===== config.mk =====
export PLATFORM = sky130hd
export DESIGN_NAME = eth_rx_flat
export DESIGN_NICKNAME = d
export VERILOG_FILES = /design/src/rtl/eth_pkg.sv /design/src/rtl/eth_rx_if.sv /design/src/rtl/manchester_dec.sv /design/src/rtl/eth_rx.sv /design/src/flat_wrapper.sv
export SDC_FILE = /design/constraint.sdc
export NUM_CORES = 1
export LEC_CHECK = 0
export CORE_MARGIN = 4
export CORE_UTILIZATION = 60
export CTS_CLUSTER_DIAMETER = 30
export DETAILED_ROUTE_END_ITERATION = 10
export PLACE_DENSITY = 0.91
export SYNTH_ARGS = -nofsm -noshare
export SYNTH_HDL_FRONTEND = slang
export SYNTH_HIERARCHICAL = 1
export SYNTH_SLANG_ARGS = --single-unit

===== constraint.sdc =====
create_clock -name clk -period 5.9 [get_ports clk]
set_input_delay 0.59 -clock clk [delete_from_list [all_inputs] [get_ports clk]]
set_output_delay 0.59 -clock clk [all_outputs]
set_load 0.005 [all_outputs]

===== src/rtl/eth_pkg.sv =====
// Shared definitions for the 10BASE-T receive and transmit paths.
// Contents: SFD value, CRC-32 constants (reflected form), receive state type and a
// single-bit reflected CRC-32 update helper.
package eth_pkg;

  localparam logic [7:0]  SFD         = 8'hD5;
  localparam logic [31:0] CRC_INIT    = 32'hFFFF_FFFF;
  localparam logic [31:0] CRC_POLY_R  = 32'hEDB8_8320;
  // Register value left after running the CRC over data plus a correct FCS.
  localparam logic [31:0] CRC_RESIDUE = 32'hDEBB_20E3;

  typedef enum logic [2:0] {
    StIdle,
    StHunt,
    StData,
    StDrop,
    StEof
  } rx_state_e;

  // One reflected CRC-32 step for a single wire bit.
  function automatic logic [31:0] crc32_step(logic [31:0] crc, logic din);
    logic [31:0] shifted;
    shifted = crc >> 1;
    return (crc[0] ^ din) ? (shifted ^ CRC_POLY_R) : shifted;
  endfunction

endpackage


===== src/rtl/eth_rx_if.sv =====
// Frame byte stream from the receive path to downstream consumers.
// Signals:
//   rx_data   received byte, LSB = first bit on the wire
//   rx_valid  one-cycle strobe, rx_data valid
//   rx_sof    with rx_valid on the first byte after SFD
//   rx_eof    one-cycle end-of-frame strobe
//   rx_crc_ok with rx_eof: FCS residue matched and no dribble bits
//   rx_err    with rx_eof: dribble bits, runt or overlength
//   rx_active receiver is hunting, receiving or dropping
// Modports: master (receiver drives), slave (consumer observes).
interface eth_rx_if;

  logic [7:0] rx_data;
  logic       rx_valid;
  logic       rx_sof;
  logic       rx_eof;
  logic       rx_crc_ok;
  logic       rx_err;
  logic       rx_active;

  modport master (
    output rx_data, rx_valid, rx_sof, rx_eof, rx_crc_ok, rx_err, rx_active
  );

  modport slave (
    input rx_data, rx_valid, rx_sof, rx_eof, rx_crc_ok, rx_err, rx_active
  );

endinterface


===== src/rtl/manchester_dec.sv =====
// Manchester bit recovery for a line sampled at SAMPLES_PER_BIT samples per bit.
// Ports:
//   clk, rst    sample clock, synchronous active-high reset
//   rx_in       raw line level, asynchronous to clk
//   dec_bit     decoded bit value, valid with bit_strobe
//   bit_strobe  one-cycle strobe per qualified (mid-bit) edge
//   carrier     low once CARRIER_TIMEOUT samples pass without any line edge
module manchester_dec #(
  parameter int unsigned SAMPLES_PER_BIT = 4,
  parameter int unsigned CARRIER_TIMEOUT = 8
) (
  input  logic clk,
  input  logic rst,
  input  logic rx_in,
  output logic dec_bit,
  output logic bit_strobe,
  output logic carrier
);

  localparam int unsigned HoW = $clog2(SAMPLES_PER_BIT + 1);
  localparam int unsigned CtW = $clog2(CARRIER_TIMEOUT + 1);
  // Edges closer than this to the last mid-bit edge are bit-boundary transitions.
  localparam logic [HoW-1:0] Holdoff = HoW'(SAMPLES_PER_BIT - 1);
  localparam logic [CtW-1:0] Timeout = CtW'(CARRIER_TIMEOUT);

  logic           sync1_q, sync2_q, lvl_q;
  logic [HoW-1:0] since_q;
  logic [CtW-1:0] idle_q;
  logic           bit_q, strobe_q;
  logic           edge_det, qual;

  assign edge_det = sync2_q ^ lvl_q;
  // since_q saturates at Holdoff, so equality means "at least Holdoff samples ago".
  assign qual     = edge_det && (since_q == Holdoff);

  always_ff @(posedge clk) begin
    if (rst) begin
      sync1_q  <= 1'b0;
      sync2_q  <= 1'b0;
      lvl_q    <= 1'b0;
      since_q  <= '0;
      idle_q   <= '0;
      bit_q    <= 1'b0;
      strobe_q <= 1'b0;
    end else begin
      sync1_q  <= rx_in;
      sync2_q  <= sync1_q;
      lvl_q    <= sync2_q;
      strobe_q <= qual;

      if (qual) begin
        since_q <= HoW'(1);
        bit_q   <= sync2_q;  // level after a mid-bit edge is the bit value
      end else if (since_q != Holdoff) begin
        since_q <= since_q + HoW'(1);
      end

      if (edge_det) begin
        idle_q <= '0;
      end else if (idle_q != Timeout) begin
        idle_q <= idle_q + CtW'(1);
      end
    end
  end

  assign dec_bit    = bit_q;
  assign bit_strobe = strobe_q;
  assign carrier    = (idle_q != Timeout);

endmodule


===== src/rtl/eth_rx.sv =====
// 10BASE-T receive path: Manchester decode, preamble/SFD hunt, LSB-first byte
// assembly, FCS residue check and framing error detection.
// Ports:
//   clk, rst  40 MHz sample clock, synchronous active-high reset
//   rx_in     raw line level, asynchronous to clk
//   rx        eth_rx_if.master: byte stream, start/end strobes, status, activity
module eth_rx
  import eth_pkg::*;
#(
  parameter int unsigned SAMPLES_PER_BIT = 4,
  parameter int unsigned CARRIER_TIMEOUT = 8,
  parameter int unsigned MIN_PRE_BITS    = 16,
  parameter int unsigned MAX_BYTES       = 1518,
  parameter int unsigned MIN_BYTES       = 64
) (
  input  logic     clk,
  input  logic     rst,
  input  logic     rx_in,
  eth_rx_if.master rx
);

  localparam int unsigned BsW = $clog2(MIN_PRE_BITS + 1);
  localparam int unsigned BcW = $clog2(MAX_BYTES + 1);
  localparam logic [BsW-1:0] PreSat  = BsW'(MIN_PRE_BITS);
  localparam logic [BsW-1:0] PreLast = BsW'(MIN_PRE_BITS - 1);
  localparam logic [BcW-1:0] MaxCnt  = BcW'(MAX_BYTES);
  localparam logic [BcW-1:0] MaxLast = BcW'(MAX_BYTES - 1);
  localparam logic [BcW-1:0] MinCnt  = BcW'(MIN_BYTES);

  logic dec_bit, bit_stb, carrier;

  manchester_dec #(
    .SAMPLES_PER_BIT (SAMPLES_PER_BIT),
    .CARRIER_TIMEOUT (CARRIER_TIMEOUT)
  ) u_dec (
    .clk        (clk),
    .rst        (rst),
    .rx_in      (rx_in),
    .dec_bit    (dec_bit),
    .bit_strobe (bit_stb),
    .carrier    (carrier)
  );

  rx_state_e      state_q;
  logic [7:0]     hunt_sr_q, byte_sr_q, data_q;
  logic [BsW-1:0] bits_seen_q;
  logic [2:0]     bit_cnt_q;
  logic [BcW-1:0] byte_cnt_q;
  logic [31:0]    crc_q;
  logic           ovl_q, pend_q;
  logic           valid_q, sof_q, eof_q, crc_ok_q, err_q;

  logic [7:0] hunt_next, byte_next;
  logic       eof_crc_ok, eof_err;

  // Both shifters take the new bit at the MSB; after eight shifts the first bit is the LSB.
  assign hunt_next  = {dec_bit, hunt_sr_q[7:1]};
  assign byte_next  = {dec_bit, byte_sr_q[7:1]};
  assign eof_crc_ok = (crc_q == CRC_RESIDUE) && (bit_cnt_q == 3'd0);
  assign eof_err    = (bit_cnt_q != 3'd0) || (byte_cnt_q < MinCnt) || ovl_q;

  always_ff @(posedge clk) begin
    if (rst) begin
      state_q     <= StIdle;
      hunt_sr_q   <= '0;
      byte_sr_q   <= '0;
      data_q      <= '0;
      bits_seen_q <= '0;
      bit_cnt_q   <= '0;
      byte_cnt_q  <= '0;
      crc_q       <= CRC_INIT;
      ovl_q       <= 1'b0;
      pend_q      <= 1'b0;
      valid_q     <= 1'b0;
      sof_q       <= 1'b0;
      eof_q       <= 1'b0;
      crc_ok_q    <= 1'b0;
      err_q       <= 1'b0;
    end else begin
      valid_q  <= 1'b0;
      sof_q    <= 1'b0;
      eof_q    <= 1'b0;
      crc_ok_q <= 1'b0;
      err_q    <= 1'b0;

      unique case (state_q)
        StIdle: begin
          if (bit_stb || pend_q) begin
            state_q     <= StHunt;
            pend_q      <= 1'b0;
            hunt_sr_q   <= '0;
            bits_seen_q <= '0;
          end
        end

        StHunt: begin
          // Losing carrier here is silent: link pulses and noise never produce a frame.
          if (!carrier) begin
            state_q <= StIdle;
          end else if (bit_stb) begin
            hunt_sr_q <= hunt_next;
            if (bits_seen_q != PreSat) bits_seen_q <= bits_seen_q + BsW'(1);
            if ((bits_seen_q >= PreLast) && (hunt_next == SFD)) begin
              state_q    <= StData;
              crc_q      <= CRC_INIT;
              bit_cnt_q  <= '0;
              byte_cnt_q <= '0;
              ovl_q      <= 1'b0;
            end
          end
        end

        StData: begin
          if (!carrier) begin
            state_q  <= StEof;
            eof_q    <= 1'b1;
            crc_ok_q <= eof_crc_ok;
            err_q    <= eof_err;
          end else if (bit_stb) begin
            crc_q     <= crc32_step(crc_q, dec_bit);
            byte_sr_q <= byte_next;
            bit_cnt_q <= bit_cnt_q + 3'd1;
            if (bit_cnt_q == 3'd7) begin
              data_q  <= byte_next;
              valid_q <= 1'b1;
              sof_q   <= (byte_cnt_q == '0);
              if (byte_cnt_q != MaxCnt) byte_cnt_q <= byte_cnt_q + BcW'(1);
              if (byte_cnt_q == MaxLast) state_q <= StDrop;
            end
          end
        end

        StDrop: begin
          // Only bits past the byte limit make a frame overlength.
          if (!carrier) begin
            state_q  <= StEof;
            eof_q    <= 1'b1;
            crc_ok_q <= eof_crc_ok;
            err_q    <= eof_err;
          end else if (bit_stb) begin
            ovl_q <= 1'b1;
          end
        end

        StEof: begin
          state_q <= StIdle;
          pend_q  <= bit_stb;  // keep an edge that lands during the end strobe
        end

        default: state_q <= StIdle;
      endcase
    end
  end

  assign rx.rx_data   = data_q;
  assign rx.rx_valid  = valid_q;
  assign rx.rx_sof    = sof_q;
  assign rx.rx_eof    = eof_q;
  assign rx.rx_crc_ok = crc_ok_q;
  assign rx.rx_err    = err_q;
  assign rx.rx_active = (state_q == StHunt) || (state_q == StData) || (state_q == StDrop);

endmodule


===== src/flat_wrapper.sv =====
// flat-port wrapper written by rule: the top's interface ports become plain ports
module eth_rx_flat import eth_pkg::*;
#(
  parameter int unsigned SAMPLES_PER_BIT = 4,
  parameter int unsigned CARRIER_TIMEOUT = 8,
  parameter int unsigned MIN_PRE_BITS    = 16,
  parameter int unsigned MAX_BYTES       = 1518,
  parameter int unsigned MIN_BYTES       = 64
)
  (clk, rst, rx_in, rx_rx_data, rx_rx_valid, rx_rx_sof, rx_rx_eof, rx_rx_crc_ok, rx_rx_err, rx_rx_active);
  eth_rx_if rx_i ();
  input  logic clk;
  input  logic rst;
  input  logic rx_in;
  output wire logic [$bits(rx_i.rx_data)-1:0] rx_rx_data;
  output wire logic [$bits(rx_i.rx_valid)-1:0] rx_rx_valid;
  output wire logic [$bits(rx_i.rx_sof)-1:0] rx_rx_sof;
  output wire logic [$bits(rx_i.rx_eof)-1:0] rx_rx_eof;
  output wire logic [$bits(rx_i.rx_crc_ok)-1:0] rx_rx_crc_ok;
  output wire logic [$bits(rx_i.rx_err)-1:0] rx_rx_err;
  output wire logic [$bits(rx_i.rx_active)-1:0] rx_rx_active;
  assign rx_rx_data = rx_i.rx_data;
  assign rx_rx_valid = rx_i.rx_valid;
  assign rx_rx_sof = rx_i.rx_sof;
  assign rx_rx_eof = rx_i.rx_eof;
  assign rx_rx_crc_ok = rx_i.rx_crc_ok;
  assign rx_rx_err = rx_i.rx_err;
  assign rx_rx_active = rx_i.rx_active;
  eth_rx #(.SAMPLES_PER_BIT(SAMPLES_PER_BIT), .CARRIER_TIMEOUT(CARRIER_TIMEOUT), .MIN_PRE_BITS(MIN_PRE_BITS), .MAX_BYTES(MAX_BYTES), .MIN_BYTES(MIN_BYTES)) u_core (.clk(clk), .rst(rst), .rx_in(rx_in), .rx(rx_i));
endmodule

# ---- Yosys cells after proc, flatten, opt, wreduce, memory -nomap -nowiden
# Cells that the tools add are included.
dict set report totals {
  input_bits 3
  wordCells 153
  ff_bits 97
}
dict set report op_classes {
  magnitude_cmp 2
  n_addsub 5
  reduce_logical 33
  n_bitwise 8
  eq_ne 30
  muxes 52
}
# cell n
set op_table {}
lappend op_table {{32-bit two-way mux} 6}
lappend op_table {{11-bit two-way mux} 7}
lappend op_table {{32-bit case mux with 2 select lines} 1}
lappend op_table {{3-bit two-way mux} 14}
lappend op_table {{32-bit == test (second input constant)} 1}
lappend op_table {{8-bit two-way mux} 3}
lappend op_table {{11-bit case mux with 2 select lines} 1}
lappend op_table {{5-bit two-way mux} 4}
lappend op_table {{2-bit by 1-bit != test with 1-bit output (second input constant)} 8}
lappend op_table {{8-bit case mux with 2 select lines} 1}
lappend op_table {{3-bit != test (second input constant)} 5}
lappend op_table {{13-bit NOT with 14-bit output} 1}
lappend op_table {{3-bit case mux with 4 select lines} 1}
lappend op_table {{6-bit AND reduction} 2}
lappend op_table {{11-bit by 1-bit adder with 11-bit output (second input constant)} 1}
lappend op_table {{11-bit == test (second input constant)} 1}
lappend op_table {{11-bit logical NOT} 1}
lappend op_table {{11-bit by 7-bit less-than comparator with 1-bit output (second input constant)} 1}
lappend op_table {{11-bit != test (second input constant)} 1}
lappend op_table {{1-bit two-way mux} 10}
lappend op_table {{5-bit case mux with 2 select lines} 1}
lappend op_table {{2-bit nonzero test} 5}
lappend op_table {{3-bit by 2-bit == test with 1-bit output (second input constant)} 3}
lappend op_table {{8-bit == test (second input constant)} 1}
lappend op_table {{28 further kinds} 50}

# ---- Logic depth before layout (Yosys ltp)
# Gate-level depths: netlist (run 1).
dict set report depth {
  word_depth 6
  depth_mapped 12
}

# ---- Cells and area by module
# Netlist (run 1), hierarchy kept.
# mod cells_each seq_area_each_um2 area_each_um2 n_inst
set modules_own_cells {}
lappend modules_own_cells {eth_rx 424 1661.6 3798.6 1}
lappend modules_own_cells {manchester_dec 51 240.2 500.5 1}

# ---- Worst setup path before layout (run 1)
# OpenSTA, ideal clock, no wires.
dict set report synth_timing {
  path_kind {reg-to-reg}
  start {register u_core.u_dec.idle_q[0]}
  end {register u_core.byte_cnt_q[7]}
  slack_ns 3.874
  n_path_buf 3
  arrival_ns 1.912
  stages_incl_launch_ff 12
  required_time_ns 5.786
  period_less_slack_ns 2.026
  cell_sequence {dfxtp_1 -> inv_1 -> ha_1 -> nand3b_1 -> buf_2 -> and2_1 -> buf_2 -> and3_1 -> buf_4 -> nand2_2 -> a22o_1 -> a21o_1}
}
dict set report synth_between {
  elab_chain_len 3
}
# item line
set synth_lines {}
lappend synth_lines {{from (decl)} manchester_dec.sv:28} ;# logic [CtW-1:0] idle_q;
lappend synth_lines {{from (signal assigned)} manchester_dec.sv:61} ;# idle_q <= idle_q + CtW'(1);
lappend synth_lines {{4-bit != test *} manchester_dec.sv:68} ;# assign carrier = (idle_q != Timeout);
lappend synth_lines {{net u_core.carrier} eth_rx.sv:30} ;# logic dec_bit, bit_stb, carrier;
lappend synth_lines {{2-bit by 1-bit != test with 1-bit output (no source line)} -}
lappend synth_lines {{8-bit AND reduction (no source line) *} -}
lappend synth_lines {{to (signal assigned)} eth_rx.sv:127} ;# if (byte_cnt_q != MaxCnt) byte_cnt_q <= byte_cnt_q + BcW'(1);
lappend synth_lines {{to (decl)} eth_rx.sv:48} ;# logic [BcW-1:0] byte_cnt_q;
# The timed path passes the listed nets; every way through them passes the cells marked *.
# A chain may end at the register's enable or synchronous reset.

# ---- Worst setup path in the final report (run 1)
dict set report layout_timing {
  start {register u_core.u_dec.idle_q[0]}
  end {register u_core.byte_cnt_q[9]}
}
# Same word-level chain as after synthesis.

==> out/summary.txt, run 1 <==
# diodes: 0
CTS Buf Count: 9
Slowest cell on the critical path: and3_1
Gate Count Post-Synth: 475
Critical path arrival: 2.97 ns
Final hold vios: 0
Synth-to-Final Area Change: 7.22%
Drt total wl: 8460 µm
Root buf cell: clkbuf_8
First-pass GRT wire length: 14400 µm
Top-count cell post-synth: dfxtp_1
Setup Skew: 0.00964 ns
IO Port Bufs: 16
Flop-to-flop setup slack: 3.18 ns
Max_cap viols: 0
Fin cells: 576
Number of synthesized flops with an enable pin: 0
Cell count of the worst reg-to-reg path: 8
Pins Over Slew Limit: 0
CP Max Fanout: 15
Inst Count DP: 560
Synth top area share: 0.442
Reg2reg start: u_core/u_dec/idle_q[0]
Worst-Margin Slew: 1.08 ns
Sink Count: 95
Crit end category: flip-flop
Core Footprint: 6870 µm²
Initial Utilization: 0.626
First drt pass iteration count: 5
Via density per instance: 5.90
Min-delay worst type: flip-flop to flip-flop
Yosys reg bits: 95
Max Clk Rate: 0.368 GHz
R2r endpoint: u_core/byte_cnt_q[9]
Routed Antenna Nets: 0
Post-cts gate resize count: 0
Setup_tns: 0 ns
CP Class: flip-flop to flip-flop
GR Util All Layers: 0.205
CP Launch Point: u_core/u_dec/idle_q[0]
Crit-path cells: inv_1 > ha_1 > nand3b_1 > and2_1 > and3_1 > nand2_2 > a22o_1 > a21o_1
Nets: 492
Cell area after layout: 4610 µm²
Worst VDD drop: 0.164 mV
Hold depth: 2
Unrepaired setup endpoints after global routing: false
Die width: 92.6 µm
Post CTS Setup Buffer Count: 0
Vias in the first global route: 3237
Hold Path End: u_core/rx.rx_data[0]
Share of the yosys chip area belonging to registers: 0.442
DR iter-0 viols: 208
Cell Pwr Density: 269 nW/µm²
Total global routing overflow: 0
Cts-stage hold buffer count: 0
Clock Latency Late Sink: 0.36 ns
Required time worst endpoint: 6.15 ns
Synth area leaders: dfxtp_1, nand2_1, ha_1, a21oi_1, nand2b_1
Outcome: complete, no violations
Final Cycle Share: 0.461
Post-Syn Area per Cell: 9.05 µm²
Rows: 30
Worst path max stage delay: 0.60 ns
Fillers: 533
# IOs: 17
Clock buffer depth: 2
DRC viols: 0
Clock transition at the registers of the reported paths: 0.10 ns
Slew margin rel.: 0.279
Largest net degree at the start of global routing: 89
Final min period: 2.72 ns
CTS H-tree depth: 3
Routed WL per cell: 14.7 µm
Hold Crit Start: u_core/byte_sr_q[1]
DR vias: 3398
CTS tree: built
Fin worst setup slack: 3.18 ns
Final GP Congestion: 0.794
P_leak: 1.59 nW
Initial antenna violation count: 0
DP HPWL: 5540 µm
Synth top cells by count: dfxtp_1, nand2_1, a21oi_1
DP Worst Slack: 3.27 ns
Mapped Area: 4300 µm²
# setup viols final: 0
Fin Hold WS: 0.456 ns
Startpoint types: flip-flop
Die area: 8580 µm²
Area after DPL: 4420 µm²
Top FF cell, synth: dfxtp_1
Layout cells sized above 1: 0.0771
Syn Nets: 492
Synth cell types: 64
Die Y: 92.6 µm
Syn. warnings: 6
FFs w/ async S/R, synth: 0
Largest area contributor in the netlist: dfxtp_1
==> critical path: cells and delay by family (launching register included) <==
| kind | cells | cell delay [ns] |
|---|---|---|
| compound gates | 2 | 0.42 |
| buf+inv | 1 | 0.06 |
| simple gates | 4 | 1.54 |
| flops | 1 | 0.41 |
| fa+ha+maj | 1 | 0.19 |
==> power by group <==
group / switching [W] / leakage [nW] / internal [W] / total, W
Sequential: 0.0000258 / 0.768 / 0.000653 / 0.000679
Combinational: 0.0000822 / 0.729 / 0.0000695 / 0.000152
Clock: 0.000239 / 0.0914 / 0.000171 / 0.000410
Total: 0.000347 / 1.59 / 0.000894 / 0.00124
==> cells by family after synthesis <==
group           synth area share
compound gates             0.145
flops                      0.442
fa+ha+maj                 0.0407
xor+xnor                  0.0504
simple gates               0.260
buf+inv                   0.0518
mux                      0.00960
==> how the worst max path moves through the flow <==
stage	cells after the start	slack [ns]	end
5_1_grt	8	3.04	u_core/byte_cnt_q[8]
3_3_place_gp	8	3.40	u_core/byte_cnt_q[7]
3_5_place_dp	8	3.27	u_core/byte_cnt_q[9]
6_report	8	3.18	u_core/byte_cnt_q[9]
2_1_floorplan	11	3.87	u_core/byte_cnt_q[7]
4_1_cts	8	3.21	u_core/byte_cnt_q[9]
==> per-layer routing <==
metal  part of all wire  up-vias  track usage
met4              0.020        0       0.0757
li1                   -     1672            -
met3              0.036       20       0.0479
met5                  0        -            0
met1               0.44     1632        0.252
met2               0.50       74        0.349
==> sequential cells by signal (all words and copies together), names as in the netlist, 4 cells and up <==
name                 count
u_core/bits_seen_q       5
u_core/byte_cnt_q       11
u_core/byte_sr_q         7
u_core/crc_q            32
u_core/hunt_sr_q         7
u_core/rx.rx_data        8
u_core/u_dec/idle_q      4
==> layout by cell type (no fill, tap or decap), drive strengths merged, types with 2 or more instances in the layout <==
master,instances
a22o,3
o22ai,19
nand4,10
dfxtp,95
a2bb2oi,2
a2111oi,2
clkinvlp,2
ha,14
nor4b,3
nand3,19
nor2,30
or4b,2
inv,19
nor3,14
o22a,2
xnor2,16
nand4b,5
nor3b,5
nand2,53
buf,2
clkbuf,10
xor2,7
a31oi,15
a21oi,34
a21o,3
nor4,6
and4,2
nor2b,9
nand2b,24
clkdlybuf4s50,15
and2,5
o21ai,7
mux2i,3
and3,2
or4,4
==> area by class of cell <==
| class | count | area, µm² | share of cell area |
|---|---|---|---|
| repair buffers | 17 | 163 | 0.0353 |
| multi-input cells | 336 | 2170 | 0.472 |
| clock inverters | 6 | 52.6 | 0.0114 |
| inverters | 16 | 60.1 | 0.0130 |
| clock buffers | 10 | 138 | 0.0299 |
| flip-flops and latches | 95 | 1900 | 0.413 |
| well taps | 96 | 120 | 0.0261 |
==> per-stage QoR <==
stage           util  total power [W]
2_1_floorplan      -         0.000811
3_3_place_gp   0.643         0.000835
3_5_place_dp   0.643         0.000843
4_1_cts        0.671          0.00124
5_1_grt        0.671          0.00130
6_report       0.671          0.00124
(Power assumes the default switching activity.)
==> run 2: changes to the inputs <==
- CORE_UTILIZATION: 60 -> 54
- PLACE_DENSITY: 0.91 -> 0.87
- clock period: 5.9 -> 2.2 ns (I/O delays scaled with it)
==> out/summary.txt, run 2 (synthesized netlist as in run 1, its figures left out) <==
Die area: 9450 µm²
Clock Latency Late Sink: 0.36 ns
CTS tree: built
Cell count along the critical path: 9
Reg2reg start: u_core/bits_seen_q[0]
Total power: 0.00336 W
Routed WL per cell: 14.8 µm
Layout cells sized above 1: 0.111
Worst-Margin Slew: 0.526 ns
Post-cts gate resize count: 0
First-pass GRT wire length: 15100 µm
Fin worst setup slack: 0.0886 ns
Final min period: 2.11 ns
Largest register FFs: 32
Pins Over Slew Limit: 0
Routed Antenna Nets: 0
Register Area: 1910 µm²
Vias in the first global route: 3319
DP Worst Slack: 0.0954 ns
CP Max Fanout: 25
CP Class: flip-flop to flip-flop
First drt pass iteration count: 5
Die Y: 97.2 µm
Via density per instance: 5.88
Outcome: complete, no violations
Worst Path Buf+Inv: 1
Slowest cell on the critical path: dfxtp_2
CP Launch Point: u_core/bits_seen_q[0]
Largest net degree at the start of global routing: 50
Worst path max stage delay: 0.35 ns
Setup Skew: 0.0102 ns
Max Clk Rate: 0.474 GHz
Cts-stage hold buffer count: 0
DRC viols: 0
Final Cycle Share: 0.960
Core Footprint: 7730 µm²
Most frequent cells in the layout: dfxtp_1, nand2_1, a21oi_1
Min-delay worst type: primary input to flip-flop
Cell count of the worst reg-to-reg path: 9
Max_cap viols: 0
# setup viols final: 0
Die width: 97.2 µm
Most common cell after layout, fill and taps aside: dfxtp_1
Final hold vios: 0
Fin Hold WS: 0.226 ns
Fillers: 643
IO Port Bufs: 16
Clock transition at the registers of the reported paths: 0.09 ns
DR vias: 3502
GR Util All Layers: 0.190
End point of the critical path: u_core/crc_q[25]
Startpoint types: flip-flop
P_leak: 1.67 nW
Initial antenna violation count: 0
Initial Utilization: 0.556
# IOs: 17
Root buf cell: clkbuf_8
Setup_tns: 0 ns
Required time worst endpoint: 2.44 ns
Drt total wl: 8830 µm
Critical path arrival: 2.36 ns
Sink Count: 95
DR iter-0 viols: 227
Crit path max-delay family: compound AO/OA/AOI/OAI gates
Post CTS Setup Buffer Count: 0
Clock buffer depth: 2
Rows: 32
Synth-to-Final Area Change: 10.9%
Crit-path cells: ha_1 > and3_1 > ha_1 > nor2_1 > a2111oi_2 > o211a_4 > buf_12 > o22ai_1 > nand2b_1
# diodes: 0
Total global routing overflow: 0
Flop-to-flop setup slack: 0.09 ns
CTS H-tree depth: 3
DP HPWL: 5850 µm
Multi-input gate area: 2180 µm²
Nets: 508
Final GP Congestion: 0.899
CP most frequent cell: ha_1
R2r endpoint: u_core/crc_q[25]
Slew margin rel.: 0.649
Most flop-heavy register: u_core/crc_q
CTS Buf Count: 9
Crit end category: flip-flop
Worst VDD drop: 0.408 mV
Cell Pwr Density: 705 nW/µm²
## run 2: report_power, final
part / internal (W) / switching, W
combinational: 0.000202 / 0.000242
clock: 0.000515 / 0.000588
sequential: 0.00175 / 0.0000596
total: 0.00247 / 0.000889
## run 2: stage by stage
step	std cells	utilization	area (µm²)
after floorplan	475	-	4300
after global placement	581	0.589	4550
after detailed placement	581	0.589	4550
after CTS	595	0.613	4730
after global routing	596	0.617	4770
final	596	0.617	4770
## run 2: layout make-up
| class | instances | area share |
|---|---|---|
| Clock buffer | 9 | 0.0260 |
| Multi-Input combinational cell | 336 | 0.457 |
| Tap cell | 102 | 0.0268 |
| Clock inverter | 5 | 0.0123 |
| Timing Repair Buffer | 33 | 0.0656 |
| Inverter | 16 | 0.0126 |
| Sequential cell | 95 | 0.400 |
## run 2: how the worst min path moves through the flow
stage | depth (start not counted) | end | start | slack (ns)
2_1_floorplan | 1 | u_core/u_dec/sync1_q | rx_in | 0.35
3_5_place_dp | 1 | u_core/u_dec/sync2_q | u_core/u_dec/sync1_q | 0.43
4_1_cts | 2 | u_core/bit_cnt_q[2] | rst | 0.21
6_report | 2 | u_core/bit_cnt_q[2] | rst | 0.23
5_1_grt | 2 | u_core/bit_cnt_q[2] | rst | 0.23
3_3_place_gp | 1 | u_core/u_dec/sync2_q | u_core/u_dec/sync1_q | 0.43
## run 2: per-layer routing
layer | vias up | track usage | routed length [µm]
li1 | 1703 | - | -
met1 | 1676 | 0.236 | 3840
met2 | 101 | 0.315 | 4340
met3 | 22 | 0.0373 | 392
met4 | 0 | 0.0937 | 248
met5 | - | 0 | 0
==> run 3: changes to the inputs <==
- SETUP_SLACK_MARGIN: default -> 0.3
==> out/summary.txt, run 3 (synthesized netlist as in run 1, its figures left out) <==
Outcome: complete, no violations
Synth-to-Final Area Change: 26.9%
# diodes: 0
First drt pass iteration count: 5
Critical path arrival: 2.31 ns
DR vias: 3808
DR iter-0 viols: 337
Die width: 97.2 µm
Final Util: 0.706
Worst VDD drop: 0.269 mV
Drt total wl: 11800 µm
Pins Over Slew Limit: 0
Die Y: 97.2 µm
Slew margin rel.: 0.605
Startpoint types: flip-flop
Via density per instance: 6.14
Sink Count: 95
CP Max Fanout: 7
Final Cycle Share: 0.933
Rows: 32
P_leak: 1.88 nW
First-pass GRT wire length: 17600 µm
IO Port Bufs: 16
Initial Utilization: 0.556
CTS Buf Count: 9
Cell Pwr Density: 632 nW/µm²
# setup viols final: 0
Worst-Margin Slew: 0.592 ns
CTS H-tree depth: 3
Final GP Congestion: 0.834
Core Footprint: 7730 µm²
Most flop-heavy register: u_core/crc_q
Clock buffer depth: 2
Layout cells sized above 1: 0.232
Largest register FFs: 32
Nets: 530
Root buf cell: clkbuf_8
Total global routing overflow: 0
Clock transition at the registers of the reported paths: 0.11 ns
CP Class: flip-flop to flip-flop
Routed WL per cell: 19.0 µm
Most common cell after layout, fill and taps aside: dfxtp_1
Setup_tns: 0 ns
Required time worst endpoint: 2.46 ns
DRC viols: 0
Crit end category: flip-flop
Vias in the first global route: 3553
# IOs: 17
DP HPWL: 5970 µm
Routed Antenna Nets: 0
Final hold vios: 0
CTS tree: built
Die area: 9450 µm²
Most frequent cells in the layout: dfxtp_1, nand2_1, a21oi_1
Max_cap viols: 0
Min-delay worst type: primary input to flip-flop
Final min period: 2.05 ns
Setup Skew: 0.0171 ns
Initial antenna violation count: 0
Cts-stage hold buffer count: 0
Largest net degree at the start of global routing: 50
Clock Latency Late Sink: 0.37 ns
GR Util All Layers: 0.228
Unrepaired setup endpoints after global routing: true
Max Clk Rate: 0.487 GHz
==> run 3: cell count changes in the layout (fill, tap and decap cells not counted), sizes merged <==
cell	before	now
inv	17	19
clkinvlp	2	1
clkinv	1	2
bufinv	1	0
dlygate4sd2	0	1
buf	17	39
clkdlybuf4s50	15	14
clkbuf	10	11
==> run 3: final cells by class <==
type | instances | area, µm²
inverters | 16 | 60.1
repair buffers | 55 | 662
clock buffers | 10 | 128
clock inverters | 6 | 51.3
well taps | 102 | 128
multi-input cells | 336 | 2510
flip-flops and latches | 95 | 1920
fillers | 487 | 2270
==> run 3: metrics by stage <==
stage          setup slack, ns  hold slack (ns)  total power (W)  instance area [µm²]  cells
6_report                 0.147            0.340          0.00345                 5460    620
4_1_cts                  0.156            0.324          0.00337                 5240    613
3_5_place_dp            0.0775            0.437          0.00231                 4560    581
3_3_place_gp             0.170            0.424          0.00229                 4560    581
5_1_grt                 0.0856            0.370          0.00358                 5460    620
2_1_floorplan            0.300            0.348          0.00218                 4320    475
==> run 3: power by group <==
part           total, W  internal (W)  switching [W]
logic          0.000546      0.000248       0.000298
clock network   0.00108      0.000428       0.000656
registers       0.00182       0.00176      0.0000661
total           0.00345       0.00243        0.00102
==> run 3: what timing repair did <==
item                                    4_1_cts  5_1_grt
hold endpoints to repair                      0        0
resized for setup                            52       30
setup buffers                                10        6
endpoints found under the setup margin       46       59
gates cloned                                  6        1
pin swaps                                    31       14
==> run 3: per-layer routing <==
metal	share of wire	vias to the layer above	track usage
li1	-	1757	-
met1	0.40	1840	0.282
met2	0.51	170	0.391
met3	0.057	41	0.0510
met4	0.032	0	0.0799
met5	0	-	0
==> run 3: critical path, stage by stage, from the launching register on <==
cell and delay, ns:
dfxtp_4 0.37, ha_4 0.16, and3_4 0.18, ha_4 0.15, nor2_4 0.11, a2111oi_4 0.09
o211a_4 0.28, buf_6 0.14, buf_12 0.13, nor3_1 0.25, a31oi_1 0.10
==> run 3: worst paths after layout <==
path	startpoint	depth (start not counted)	endpoint	slack (ns)
max	u_core/bits_seen_q[0]	10	u_core/crc_q[9]	0.15
min	rst	2	u_core/u_dec/since_q[2]	0.34
max reg2reg	u_core/bits_seen_q[0]	10	u_core/crc_q[9]	0.15
min reg2reg	u_core/u_dec/sync1_q	1	u_core/u_dec/sync2_q	0.45
